[config.mk]
export PLATFORM = sky130hd
export DESIGN_NAME = snn_fc_argmax
export DESIGN_NICKNAME = d
export VERILOG_FILES = /design/src/rtl/snn_fc_argmax.sv
export SDC_FILE = /design/constraint.sdc
export NUM_CORES = 1
export LEC_CHECK = 0
export CAP_MARGIN = 40
export CORE_UTILIZATION = 64
export DETAILED_ROUTE_END_ITERATION = 16
export DONT_BUFFER_PORTS = 1
export GPL_ROUTABILITY_DRIVEN = 0
export PLACE_DENSITY = 0.8
export SETUP_SLACK_MARGIN = 0.5
export SLEW_MARGIN = 20
export SYNTH_ARGS = -nofsm -noshare
export SYNTH_HDL_FRONTEND = slang
export SYNTH_SLANG_ARGS = --single-unit
[constraint.sdc]
create_clock -name clk -period 3.9 [get_ports clk]
set_input_delay 0.39 -clock clk [delete_from_list [all_inputs] [get_ports clk]]
set_output_delay 0.39 -clock clk [all_outputs]
set_load 0.1 [all_outputs]
[src/rtl/snn_fc_argmax.sv]
// Binary-input fully connected layer with argmax over the output neurons.
// Latency: N_OUT*(N_IN+2) cycles from the accepted start to done.
// No backpressure: memories are synchronous; start is ignored while busy.
//
// Ports:
//   clk, rst_n         clock and asynchronous active-low reset
//   start              inference request (accepted in IDLE or DONE)
//   addr_input_unit    address to the 1-bit input RAM, q_input is its read data
//   addr_weight        address to the signed weight ROM, q_weight is its read data
//   digit, max_val     index and accumulator value of the winning neuron
//   busy, done         inference running / result valid (level)
module snn_fc_argmax #(
  parameter int N_IN  = 784,
  parameter int N_OUT = 10,
  parameter int W_W   = 8,
  parameter int ACC_W = 16
) (
  input  logic                              clk,
  input  logic                              rst_n,
  input  logic                              start,
  output logic [$clog2(N_IN)-1:0]           addr_input_unit,
  input  logic                              q_input,
  output logic [$clog2(N_IN*N_OUT)-1:0]     addr_weight,
  input  logic signed [W_W-1:0]             q_weight,
  output logic [$clog2(N_OUT)-1:0]          digit,
  output logic signed [ACC_W-1:0]           max_val,
  output logic                              busy,
  output logic                              done
);

  localparam int AI_W = $clog2(N_IN);
  localparam int AW_W = $clog2(N_IN*N_OUT);
  localparam int AO_W = $clog2(N_OUT);

  localparam logic [AI_W-1:0] I_LAST = AI_W'(N_IN - 1);
  localparam logic [AO_W-1:0] O_LAST = AO_W'(N_OUT - 1);

  localparam logic signed [ACC_W-1:0] ACC_MAX = {1'b0, {(ACC_W-1){1'b1}}};
  localparam logic signed [ACC_W-1:0] ACC_MIN = {1'b1, {(ACC_W-1){1'b0}}};

  typedef enum logic [2:0] {
    S_IDLE,
    S_MAC,
    S_DRAIN,
    S_CMP,
    S_DONE
  } state_t;

  state_t state, state_nxt;

  logic [AI_W-1:0]         i_cnt;
  logic [AW_W-1:0]         w_cnt;   // running weight address, equals o*N_IN+i in MAC
  logic [AO_W-1:0]         o_cnt;
  logic                    mac_vld; // memory data for last cycle's MAC address is on q_*
  logic signed [ACC_W-1:0] acc;
  logic signed [ACC_W-1:0] best_val;
  logic [AO_W-1:0]         best_idx;

  logic signed [ACC_W:0]   acc_sum;
  logic signed [ACC_W-1:0] acc_sat;
  logic                    best_take;
  logic                    accept;

  // One guard bit above the accumulator detects overflow of the add.
  always_comb begin
    acc_sum = (ACC_W+1)'(acc) + (ACC_W+1)'(q_weight);
    acc_sat = acc_sum[ACC_W-1:0];
    if (acc_sum[ACC_W] != acc_sum[ACC_W-1]) begin
      acc_sat = acc_sum[ACC_W] ? ACC_MIN : ACC_MAX;
    end
  end

  // Neuron 0 always seeds best; strict compare keeps the lower index on ties.
  assign best_take = (o_cnt == '0) || (acc > best_val);
  assign accept    = start && ((state == S_IDLE) || (state == S_DONE));

  always_ff @(posedge clk or negedge rst_n) begin
    if (!rst_n) begin
      state <= S_IDLE;
    end else begin
      state <= state_nxt;
    end
  end

  always_comb begin
    state_nxt       = state;
    busy            = 1'b0;
    done            = 1'b0;
    addr_input_unit = '0;
    addr_weight     = '0;
    case (state)
      S_IDLE: begin
        if (start) state_nxt = S_MAC;
      end
      S_MAC: begin
        busy            = 1'b1;
        addr_input_unit = i_cnt;
        addr_weight     = w_cnt;
        if (i_cnt == I_LAST) state_nxt = S_DRAIN;
      end
      S_DRAIN: begin
        busy      = 1'b1;
        state_nxt = S_CMP;
      end
      S_CMP: begin
        busy      = 1'b1;
        state_nxt = (o_cnt == O_LAST) ? S_DONE : S_MAC;
      end
      S_DONE: begin
        done = 1'b1;
        if (start) state_nxt = S_MAC;
      end
      default: state_nxt = S_IDLE;
    endcase
  end

  always_ff @(posedge clk or negedge rst_n) begin
    if (!rst_n) begin
      i_cnt    <= '0;
      w_cnt    <= '0;
      o_cnt    <= '0;
      mac_vld  <= 1'b0;
      acc      <= '0;
      best_val <= '0;
      best_idx <= '0;
      digit    <= '0;
      max_val  <= '0;
    end else begin
      mac_vld <= (state == S_MAC);

      // Accumulate the data returned for the previous MAC address (also in DRAIN).
      if (mac_vld && q_input) begin
        acc <= acc_sat;
      end

      if (accept) begin
        i_cnt    <= '0;
        w_cnt    <= '0;
        o_cnt    <= '0;
        acc      <= '0;
        best_val <= '0;
        best_idx <= '0;
      end

      if (state == S_MAC) begin
        i_cnt <= i_cnt + AI_W'(1);
        w_cnt <= w_cnt + AW_W'(1);
      end

      if (state == S_CMP) begin
        acc   <= '0;
        i_cnt <= '0;
        if (best_take) begin
          best_val <= acc;
          best_idx <= o_cnt;
        end
        if (o_cnt != O_LAST) begin
          o_cnt <= o_cnt + AO_W'(1);
        end else begin
          // Result is published from the post-compare best of the last neuron.
          digit   <= best_take ? o_cnt : best_idx;
          max_val <= best_take ? acc : best_val;
        end
      end
    end
  end

endmodule

; Yosys cells after proc, flatten, opt, wreduce, memory -nomap -nowiden
; Index checks and enable logic that the tools add are counted.
[totals]
ff_bits = 87
inputBits = 12
output_inout_bits = 45
wordCells = 68
[classes]
addsub = 4
n_lt_le_gt_ge = 1
n_eq_ne = 10
mux = 29
n_bitwise = 1
reduce_logical = 13
[op_table]
columns = cell, count
row1 = 2-to-1 mux 16 bit, 9
row2 = 2-to-1 mux 10 bit, 4
row3 = 2-to-1 mux 13 bit, 3
row4 = 2-to-1 mux 4 bit, 7
row5 = adder 16 x 8 -> 17 bit, 1
row6 = greater-than comparator 16 bit, 1
row7 = adder 13 x 1 -> 13 bit (second input constant), 1
row8 = case mux 3 bit (4 select lines), 1
row9 = adder 10 x 1 -> 10 bit (second input constant), 1
row10 = equality test 10 bit (second input constant), 1
row11 = 2-to-1 mux 3 bit, 3
row12 = equality test 3 x 2 -> 1 bit (second input constant), 2
row13 = nonzero test 3 bit, 2
row14 = adder 4 x 1 -> 4 bit (second input constant), 1
row15 = equality test 4 bit (second input constant), 1
row16 = logical NOT 4 bit, 1
row17 = inequality test 4 bit (second input constant), 1
row18 = AND reduction 2 bit, 2
row19 = equality test 3 x 1 -> 1 bit (second input constant), 1
row20 = equality test 3 bit (second input constant), 1
row21 = logical NOT 3 bit, 1
row22 = OR reduction 3 bit, 1
row23 = logical AND 1 bit, 2
row24 = logical OR 1 bit, 2
row25 = other kinds (7), 8

; Longest topological paths before layout
[logic_depth]
ltp_word = 6
depth_mapped = 12
mapped_depth_nobuf = 10

; Worst setup path before layout
; Ideal clock, no wire load.
[synth_timing]
path_kind = input port to flip-flop
from = in q_weight[0]
to = reg acc[7]
setup_ns = 0.126
arrival_time_ns = 2.591
required_time_ns = 3.774
slack_ns = 1.183
stages = 11
n_path_buf = 1
path_cell_list = ha_1 fa_1 a211oi_1 o211ai_1 nand4_1 a21boi_0 a21boi_1 and2_1 a211oi_2 buf_2 a221o_1
[synth_via]
elab_chain_cells = 6
elab_cells_between_ends = 7
cone_classes = add/sub: 1 / eq/ne: 1 / mux: 5
[synth_lines]
columns = item, line_no
row1 = start: declaration, 24  ; input logic signed [W_W-1:0] q_weight,
row2 = adder 16 x 8 -> 17 bit (*), 66  ; acc_sum = (ACC_W+1)'(acc) + (ACC_W+1)'(q_weight);
row3 = 2-to-1 mux 16 bit or inequality test 1 bit (tied branches), "69, 68"
row4 = 2-to-1 mux 16 bit (*), 68  ; if (acc_sum[ACC_W] != acc_sum[ACC_W-1]) begin
row5 = 2-to-1 mux 16 bit (*), 132  ; if (mac_vld && q_input) begin
row6 = 2-to-1 mux 16 bit (*), 136  ; if (accept) begin
row7 = 2-to-1 mux 16 bit (*), 150  ; if (state == S_CMP) begin
row8 = end signal: assignment, 133  ; acc <= acc_sat;
row9 = end: declaration, 55  ; logic signed [ACC_W-1:0] acc;
; Every way passes the cells marked *; elsewhere a longest branch is shown, timed or not. The select of a mux whose other input is x is not followed.
; A chain may end at the register's enable or synchronous reset.

; Worst setup path in the final report
[layout_timing]
from = reg acc[1]
to = reg acc[12]
[layout_via]
elab_chain_cells = 6
elab_cells_between_ends = 7
cone_classes = add/sub: 1 / eq/ne: 1 / mux: 5
[layout_lines]
columns = item, line_no
row1 = adder 16 x 8 -> 17 bit (*), 66
row2 = 2-to-1 mux 16 bit or inequality test 1 bit (tied branches), "69, 68"
row3 = 2-to-1 mux 16 bit (*), 68
row4 = 2-to-1 mux 16 bit (*), 132
row5 = 2-to-1 mux 16 bit (*), 136
row6 = 2-to-1 mux 16 bit (*), 150
; Marks and branches as above.

==> metrics.md <==
| Metric | Value |
|---|---|
| WL final | `13510 um` |
| Slew Viols, Final | `0` |
| Async set-reset flop share out of synthesis | `1.000` |
| Synth top area share | `0.4049` |
| Yosys warnings | `0` |
| Finished Layout Cells | `729` |
| Cell taking the most area after synthesis | `dfrtp_1` |
| Initial antenna violation count | `0` |
| HPWL Detailed | `8595 um` |
| Total I/O pin count | `57` |
| Die height | `93.66 um` |
| Design area | `6427 um^2` |
| Max Clock Freq | `327.2 MHz` |
| Synth Register Bits | `87` |
| Drt pass-1 iters | `4` |
| Fin crit period | `3.056 ns` |
| DRT antenna net count | `0` |
| Met3 WL | `820 um` |
| Clock sinks | `87` |
| Fraction of layout instances using a drive strength above 1 | `0.1603` |
| Worst-path clk slew | `0.09 ns` |
| Mapped Area | `5376 um^2` |
| Worst Path Arrival | `3.35 ns` |
| Inst Count DP | `679` |
| ANT cells | `0` |
| Post-cts sizing count | `0` |
| Routed wl met2 | `6400 um` |
| CP Capture Type | `flip-flop` |
| Initial Util | `0.6576` |
| Via count | `4599` |
| Number of CTS-inserted buffers | `9` |
| DRC viols | `0` |
| DRT iter0 DRCs | `292` |
| Die W | `93.66 um` |
| Crit path launch type | `flip-flop` |
| WL met1 | `6038 um` |
| CP required | `4.19 ns` |
| Hold WC Path Type | `input pin to flip-flop` |
| Crit Path Class | `flip-flop to flip-flop` |
| Worst reg2reg path depth | `9` |
| Worst Max-Slew Pin Slew | `0.9134 ns` |
| Vias in the first global route | `4328` |
| Final hold violation count | `0` |
| Clk_lat worst skew | `0.36 ns` |
| Area grow syn2layout | `19.55%` |
| H-tree depth | `3` |
| Final number of setup-violating endpoints | `0` |
| Number of flops mapped to enable cells by yosys | `0` |
| Clk_skew | `0.009860 ns` |
| CP Max Fanout | `13` |
| Die Area | `8771 um^2` |
| Post-Syn Instances | `564` |
| Setup TNS | `0 ns` |
| Max Used Layer | `met4` |
| # Max-Cap Violations | `0` |
| Syn_nets | `614` |
| Root Buffer | `clkbuf_8` |
| Via density | `6.309` |
| Std-Cell Core Area | `8175 um^2` |
| FP Rows | `33` |
| Rel. slew slack | `0.3910` |
| Synth cell types | `59` |
| Avg Synthesized Cell Area | `9.533 um^2` |
| All-Layer GR Usage | `0.2952` |
| RSZ-0062 raised after global routing | `no` |
| CTS max path bufs | `2` |
| Buffers on Ports | `0` |
| Hold Crit Depth | `2` |
| Post-DP Area | `5710 um^2` |
| Final nets | `669` |
| First-pass GRT wire length | `20180 um` |
| Fin crit share | `0.7836` |
| GRT overflow | `0` |
| Status | `finished, final reports clean` |
| Post-synth top flop | `dfrtp_1` |
| Routed len/inst | `18.53 um` |
| Main area contributors after synthesis | `dfrtp_1 40%, ha_1 8.6%, o32ai_2 5.1%, nor2_1 4.4%, o21ai_0 4.3%` |
| Sequential area share after synthesis | `0.4049` |
| Largest net degree at the start of global routing | `88` |
| CTS tree | `yes` |
| Flop2flop setup slack | `0.84 ns` |
-- cells by family (layout without fill, tap and decap cells) --
logic type / after synthesis / after routing / share of synthesized area
buffers and inverters: 52 / 112 / 0.04212
AOI/OAI and AO/OA: 156 / 156 / 0.2406
xor gates and xnor gates: 15 / 15 / 0.02443
and+or+nand+nor: 211 / 211 / 0.1887
DFF: 87 / 87 / 0.4049
adders and majority gates: 39 / 39 / 0.09169
muxes: 4 / 4 / 0.007447
-- final cells by class --
| type | count | area [um^2] |
|---|---|---|
| flip-flops and latches | 87 | 2177 |
| multi-input cells | 425 | 2975 |
| inverters | 24 | 90.09 |
| repair buffers | 72 | 807.0 |
| clock inverters | 5 | 105.1 |
| fillers | 525 | 1748 |
| well taps | 105 | 131.4 |
| clock buffers | 11 | 141.4 |
-- critical path, cell delays in order, from the launching register on --
cell,delay [ns]
dfrtp_1,0.47
ha_1,0.34
a211oi_2,0.24
o21bai_2,0.12
nor4_4,0.30
o31a_1,0.25
a31oi_1,0.14
and2_1,0.20
a211oi_2,0.66
a221o_1,0.27
-- state kept, by name, indices dropped and copies added (netlist names), 4 cells and up --
signal,flops
acc,16
best_val,16
max_val,16
w_cnt,13
i_cnt,10
best_idx,4
digit,4
o_cnt,4
-- layer usage --
metal | GRT usage | vias up
li1 | - | 2181
met1 | 0.4108 | 2238
met2 | 0.4669 | 161
met3 | 0.05259 | 19
met4 | 0.09872 | 0
met5 | 0 | -
-- path summary, 6_finish.rpt --
path                            from          end
setup / recovery              acc[1]      acc[12]
hold / removal                 start     state[0]
setup reg to reg              acc[1]      acc[12]
hold reg to reg            w_cnt[12]    w_cnt[12]
max in group asynchronous      rst_n     digit[1]
min in group asynchronous      rst_n  best_val[5]
-- synthesized netlist by cell type, drive strengths merged (2+ instances only) --
library cell / n
a21o: 7
nor3b: 2
o32ai: 36
or3: 3
a21oi: 16
nor3: 2
mux2i: 4
ha: 37
a22o: 3
a31oi: 6
xnor2: 11
inv: 24
o21ai: 48
o21a: 3
nor2b: 3
a221oi: 2
o211ai: 3
a2111oi: 3
a221o: 13
and3: 13
a211oi: 4
and2: 28
nand4: 12
xor2: 4
nand2: 61
nand2b: 4
or2: 2
o31ai: 2
nor4: 3
clkbuf: 19
dfrtp: 87
a21boi: 3
buf: 9
nand3: 14
nor2: 64
-- stage by stage --
step | worst slack, ns | utilization | hold slack, ns
2_1_floorplan | 1.183 | - | 0.09441
3_5_place_dp | 0.9083 | 0.6985 | 0.09612
5_1_grt | 0.6155 | 0.7862 | 0.2225
4_1_cts | 0.8794 | 0.7332 | 0.1993
6_report | 0.8441 | 0.7862 | 0.2169
3_3_place_gp | 1.002 | 0.6876 | 0.09616
-- placed cells by master (no fill, tap or decap), types with 6 or more instances in the layout --
cell | netlist | final
o32ai_1 | 19 | 19
a221o_1 | 13 | 13
o32ai_2 | 17 | 17
o21ai_0 | 46 | 46
inv_1 | 24 | 24
a21oi_1 | 16 | 16
and2_1 | 28 | 28
nand3_1 | 14 | 14
buf_16 | 0 | 9
dfrtp_1 | 87 | 87
nand2_1 | 60 | 60
clkbuf_16 | 0 | 8
ha_1 | 37 | 37
nor2_1 | 63 | 62
clkbuf_1 | 19 | 19
clkbuf_8 | 0 | 10
buf_4 | 1 | 33
xnor2_1 | 11 | 11
nand4_1 | 12 | 12
a21o_1 | 7 | 7
a31oi_1 | 6 | 6
and3_1 | 13 | 13
-- what timing repair did --
action | CTS | global route
hold buffers | 2 | 0
buffers inserted | 0 | 0
endpoints found under the hold margin | 87 | 0
Power is left out: the tool's default activity adds up to more than one toggle a clock period on the data nets, which glitch-free logic cannot reach.
